### src/rtl/regfile_wb_sched_pkg.sv
// Shared definitions for the register-file write-back scheduler.
//   REG_ADDR_W / XLEN / NUM_REGS : register-file geometry
//   CNT_W                        : width of the starvation counter
//   sched_state_t                : starvation FSM state encoding
package regfile_wb_sched_pkg;

    localparam int unsigned REG_ADDR_W = 5;
    localparam int unsigned XLEN       = 32;
    localparam int unsigned NUM_REGS   = 32;
    localparam int unsigned CNT_W      = 4;

    typedef enum logic [1:0] {
        IDLE  = 2'd0,
        WAIT  = 2'd1,
        FORCE = 2'd2
    } sched_state_t;

endpackage

### src/rtl/regfile_scoreboard.sv
// Per-register pending-result scoreboard for long-latency writes.
//   clk, rst          : clock, synchronous active-high reset
//   set_en, set_addr  : mark a register as pending
//   clr_en, clr_addr  : retire a pending register (set wins on collision)
//   rd*_addr, rd*_busy: three combinational read ports
// Bit 0 is held at 0 so x0 never reads busy and marks of x0 vanish.
module regfile_scoreboard
    import regfile_wb_sched_pkg::*;
(
    input  logic                  clk,
    input  logic                  rst,
    input  logic                  set_en,
    input  logic [REG_ADDR_W-1:0] set_addr,
    input  logic                  clr_en,
    input  logic [REG_ADDR_W-1:0] clr_addr,
    input  logic [REG_ADDR_W-1:0] rd0_addr,
    input  logic [REG_ADDR_W-1:0] rd1_addr,
    input  logic [REG_ADDR_W-1:0] rd2_addr,
    output logic                  rd0_busy,
    output logic                  rd1_busy,
    output logic                  rd2_busy
);

    logic [NUM_REGS-1:0] busy_q;
    logic [NUM_REGS-1:0] busy_d;

    always_comb begin
        busy_d = busy_q;
        if (clr_en) busy_d[clr_addr] = 1'b0;
        // set applied after clear so a same-edge mark keeps the bit high
        if (set_en) busy_d[set_addr] = 1'b1;
        busy_d[0] = 1'b0;
    end

    always_ff @(posedge clk) begin
        if (rst) busy_q <= '0;
        else     busy_q <= busy_d;
    end

    assign rd0_busy = busy_q[rd0_addr];
    assign rd1_busy = busy_q[rd1_addr];
    assign rd2_busy = busy_q[rd2_addr];

endmodule

### src/rtl/regfile_wb_sched.sv
// Write-back scheduler for the single register-file write port.
//   A (a_*)      : pipeline writeback, fixed priority, never stalled
//   B (b_*)      : long-latency result, valid/ready, b_ready = !a_valid
//   mark_*       : issue of a long-latency op, sets its rd pending
//   chk_*/ *_busy: hazard checks against the pending scoreboard
//   rd_*_out     : registered write port, one cycle after accept
//   freeze_out   : registered, high in FORCE to let B through
//
// state | meaning
// ------+-----------------------------------------------------------
// IDLE  | B not being starved
// WAIT  | B has lost arbitration cnt consecutive cycles
// FORCE | pipeline frozen until B is accepted
module regfile_wb_sched
    import regfile_wb_sched_pkg::*;
#(
    parameter int unsigned STARVE_MAX = 4
) (
    input  logic                  clk,
    input  logic                  rst,
    input  logic                  a_valid,
    input  logic [REG_ADDR_W-1:0] a_addr,
    input  logic [XLEN-1:0]       a_data,
    input  logic                  b_valid,
    output logic                  b_ready,
    input  logic [REG_ADDR_W-1:0] b_addr,
    input  logic [XLEN-1:0]       b_data,
    input  logic                  mark_valid,
    input  logic [REG_ADDR_W-1:0] mark_addr,
    input  logic [REG_ADDR_W-1:0] chk_rs1_addr,
    input  logic [REG_ADDR_W-1:0] chk_rs2_addr,
    input  logic [REG_ADDR_W-1:0] chk_rd_addr,
    output logic                  rs1_busy,
    output logic                  rs2_busy,
    output logic                  rd_busy,
    output logic                  rd_we_out,
    output logic [REG_ADDR_W-1:0] rd_addr_out,
    output logic [XLEN-1:0]       rd_data_out,
    output logic                  freeze_out
);

    localparam logic [CNT_W-1:0] CNT_LAST = CNT_W'(STARVE_MAX - 1);

    sched_state_t          state_q, state_d;
    logic [CNT_W-1:0]      cnt_q, cnt_d;
    logic                  we_q, we_d;
    logic [REG_ADDR_W-1:0] addr_q, addr_d;
    logic [XLEN-1:0]       data_q, data_d;
    logic                  freeze_q, freeze_d;
    logic                  accept_b;

    assign b_ready  = !a_valid;
    assign accept_b = b_valid && !a_valid;

    always_comb begin
        we_d   = 1'b0;
        addr_d = addr_q;
        data_d = data_q;
        if (a_valid) begin
            addr_d = a_addr;
            data_d = a_data;
            we_d   = (a_addr != '0);
        end else if (b_valid) begin
            addr_d = b_addr;
            data_d = b_data;
            we_d   = (b_addr != '0);
        end
    end

    always_comb begin
        state_d = state_q;
        cnt_d   = cnt_q;
        case (state_q)
            IDLE: begin
                if (b_valid && a_valid) begin
                    state_d = WAIT;
                    cnt_d   = CNT_W'(1);
                end
            end
            WAIT: begin
                // a dropped b_valid is a protocol violation; just recover
                if (accept_b || !b_valid) begin
                    state_d = IDLE;
                    cnt_d   = '0;
                end else begin
                    cnt_d = cnt_q + CNT_W'(1);
                    if (cnt_q == CNT_LAST) state_d = FORCE;
                end
            end
            FORCE: begin
                if (accept_b || !b_valid) begin
                    state_d = IDLE;
                    cnt_d   = '0;
                end
            end
            default: begin
                state_d = IDLE;
                cnt_d   = '0;
            end
        endcase
        freeze_d = (state_d == FORCE);
    end

    always_ff @(posedge clk) begin
        if (rst) begin
            state_q  <= IDLE;
            cnt_q    <= '0;
            we_q     <= 1'b0;
            addr_q   <= '0;
            data_q   <= '0;
            freeze_q <= 1'b0;
        end else begin
            state_q  <= state_d;
            cnt_q    <= cnt_d;
            we_q     <= we_d;
            addr_q   <= addr_d;
            data_q   <= data_d;
            freeze_q <= freeze_d;
        end
    end

    assign rd_we_out   = we_q;
    assign rd_addr_out = addr_q;
    assign rd_data_out = data_q;
    assign freeze_out  = freeze_q;

    // cleared at the edge that loads the write port, so the bit reads idle
    // in the write cycle and relies on the register file's bypass
    regfile_scoreboard u_scoreboard (
        .clk      (clk),
        .rst      (rst),
        .set_en   (mark_valid),
        .set_addr (mark_addr),
        .clr_en   (accept_b),
        .clr_addr (b_addr),
        .rd0_addr (chk_rs1_addr),
        .rd1_addr (chk_rs2_addr),
        .rd2_addr (chk_rd_addr),
        .rd0_busy (rs1_busy),
        .rd1_busy (rs2_busy),
        .rd2_busy (rd_busy)
    );

endmodule

### config.mk
export PLATFORM = sky130hd
export DESIGN_NAME = regfile_wb_sched
export DESIGN_NICKNAME = d
export VERILOG_FILES = /design/src/rtl/regfile_wb_sched_pkg.sv /design/src/rtl/regfile_scoreboard.sv /design/src/rtl/regfile_wb_sched.sv
export SDC_FILE = /design/constraint.sdc
export NUM_CORES = 1
export LEC_CHECK = 0
export CELL_PAD_IN_SITES_DETAIL_PLACEMENT = 1
export CELL_PAD_IN_SITES_GLOBAL_PLACEMENT = 1
export CORE_MARGIN = 5
export CORE_UTILIZATION = 37
export CTS_BUF_LIST = sky130_fd_sc_hd__clkbuf_4 sky130_fd_sc_hd__clkbuf_8
export DETAILED_ROUTE_END_ITERATION = 8
export PLACE_DENSITY = 0.89
export SLEW_MARGIN = 20
export SYNTH_ARGS = -nofsm -noshare
export SYNTH_HDL_FRONTEND = slang
export SYNTH_SLANG_ARGS = --single-unit
### constraint.sdc
create_clock -name clk -period 4.54 [get_ports clk]
set_clock_uncertainty 0.1 [all_clocks]
set_input_delay 0.908 -clock clk [delete_from_list [all_inputs] [get_ports clk]]
set_output_delay 0.908 -clock clk [all_outputs]
set_load 0.05 [all_outputs]
==> flow_summary.ini <==
[outcome]
status = finished, final reports clean

[clock_network]
htreeDepth = 3
cts-resized-gates = 0
hold_buffers = 0
insertion_delay_ns = 0.36
cts.clk_slew.worst_paths_ns = 0.08
cts_tree = yes
cts-root-buf = clkbuf_8
clockBufferDepth = 2
cts_sinks = 76
cts_made_buffers = 9
cts_setup_buffers = 0

[drt]
first_pass_iters = 4
drtIter0Drc = 265
vias_per_cell = 5.62
vias = 4411
post_drt_wl_per_cell_um = 20.5
ant_nets = 0
drc = 0
wirelength_um = 16100

[critical_path]
critPathSlowestCell = clkdlybuf4s50_1
critPathLaunchType = primary input
required_ns = 3.53
crit_type = primary input to output pin
worstPathArrival_ns = 3.34
worstPathCellList = clkdlybuf4s50_1, mux2i_1, a211oi_1, nand3_1, nand4_1, clkdlybuf4s50_1
path_common_cell = clkdlybuf4s50_1
critPathMaxFanout = 12
end_kind = output pin
slowest_delay_ns = 0.86

[flow_run]
max-cap-violations = 0

[global_route]
grtUsageTotal = 0.239
grt_overflow = 0
grt_pass1_vias = 4877
grt_first_pass_wirelength_um = 25300
antenna_found_initial = 0
grt_max_degree = 80

[logic_synthesis]
synth-edff-count = 0
synth_fa_ha_area_frac = 0.00296
ys_async_sr_fraction = 0
synth_top_area_cell = dfxtp_1
synth_flop_cell = dfxtp_1
ys_top_cells_by_area = dfxtp_1 36%, mux2i_1 15%, a21oi_1 9.7%
yosysTopAreaCellShare = 0.360
syn_area_sq_mm = 0.00423
synthSimpleGateAreaFrac = 0.205
synth_xor_area_frac = 0.00207
synth_warnings = 0
ys_seq_area_frac = 0.360
synth_fp_nets = 620
ys_ff_latch = 76
netlist_instances = 520
syn_area_per_cell_sq_um = 8.13
synthMuxAreaShare = 0.202
synth-compound-area-share = 0.177
synth_top_family_by_area = simple AND/OR/NAND/NOR gates
synth_cell_types = 40

[pwr]
finalPower_mw = 1.72
leakagePower_nw = 2.25
ir_drop_mv = 0.195
p_per_area_mw_per_mm2 = 294

[sta]
max-slew-margin-rel = 0.359
period_share = 0.957
fin_ws_ns = 0.196
min_period_ns = 4.34
setup_viol = 0
tightest_slew_ns = 0.959
rsz0062_at_grt = false
hold_violations = 0
whs_ns = 0.422
timing.fmax_ghz = 0.230
final_max_slew_viol_count = 0
setup_tns_ns = 0

[final_layout]
layout_commonest_cell = clkdlybuf4s50_1
drive_gt1_frac = 0.0421
diodes = 0
nNetsFinal = 738
syn_to_final_growth_pct = 38.5
final_cell_mix = 138 x clkdlybuf4s50_1, 89 x nor2_1, 82 x a21oi_1

[die]
die_area_sq_mm = 0.0137
coreArea_sq_mm = 0.0113
die_h_um = 117
die_w_um = 117
initial_core_util = 0.373
io_pins = 142
placementRows = 39

[placement]
portBuffers = 141
hpwlAfterDp_um = 11800
pre_cts_ws_ns = 0.229
routabilityCongestion = 0.944

[hold_path]
hp-class = flop to flop
## per-stage QoR
step / area, sq um / util / instances
finish: 5860 / 0.517 / 785
global route: 5860 / 0.517 / 785
CTS: 5850 / 0.517 / 785
detailed placement: 5630 / 0.497 / 770
global placement: 5630 / 0.497 / 770
floorplan: 4230 / - / 520
## worst max-delay path, delay by kind of cell
family	cells	cell delay (ns)
AND/OR/NAND/NOR	2	0.26
multiplexers	1	0.16
AO/OA/AOI/OAI	1	0.34
buffers and inverters	2	1.66
## area by class of cell
type / count / area (sq um)
Clock buffer: 11 / 151
Inverter: 5 / 18.8
Tap cell: 143 / 179
Clock inverter: 4 / 72.6
Sequential cell: 76 / 1520
Timing Repair Buffer: 144 / 1420
Multi-Input combinational cell: 402 / 2490
Fill cell: 1340 / 5470
## state kept, by name, indices dropped and copies added (netlist names)
name,cells
cnt_q,4
freeze_out,1
rd_addr_out,5
rd_data_out,32
rd_we_out,1
state_q,2
u_scoreboard.busy_q,31
## power breakdown
part	switching [mW]	internal (mW)
registers	0.0178	0.693
logic	0.238	0.177
clock network	0.261	0.336
total	0.517	1.21
## routing by layer
layer | vias up | global-route usage | wire (um)
met5 | - | 0 | 0
met4 | 0 | 0.0986 | 481
met3 | 40 | 0.107 | 1720
met2 | 194 | 0.410 | 7760
met1 | 2101 | 0.258 | 6130
li1 | 2076 | - | -
## logic make-up (layout without fill, tap and decap cells)
family / Yosys count / in the layout
AOI/OAI and AO/OA: 138 / 138
adders and majority gates: 1 / 1
muxes: 73 / 73
buffers and inverters: 42 / 164
DFF: 76 / 76
and+or+nand+nor: 189 / 189
xor gates and xnor gates: 1 / 1
## path summary, 6_finish.rpt
kind / from / endpoint / slack [ns] / depth (start not counted)
worst max-delay path: chk_rs2_addr[2] / rs2_busy / 0.20 / 6
worst max register to register: state_q[0] / cnt_q[2] / 3.00 / 4
worst min-delay path: u_scoreboard.busy_q[22] / u_scoreboard.busy_q[22] / 0.42 / 2
worst min register to register: u_scoreboard.busy_q[22] / u_scoreboard.busy_q[22] / 0.42 / 2
## synth_stat cells (all sizes together) (2+ instances only)
library cell	n
nor3b	6
nor2	89
a21oi	82
o2111ai	3
nand2	42
o211ai	3
buf	26
a211oi	5
inv	5
nor4b	2
o21ai	34
and3b	2
and3	3
nand4	3
a22oi	7
dfxtp	76
mux4	9
nor2b	7
nand2b	7
nand3b	6
nor3	2
nand3	15
clkbuf	11
mux2i	64
Note: power is estimated with default switching activity, not from simulation.
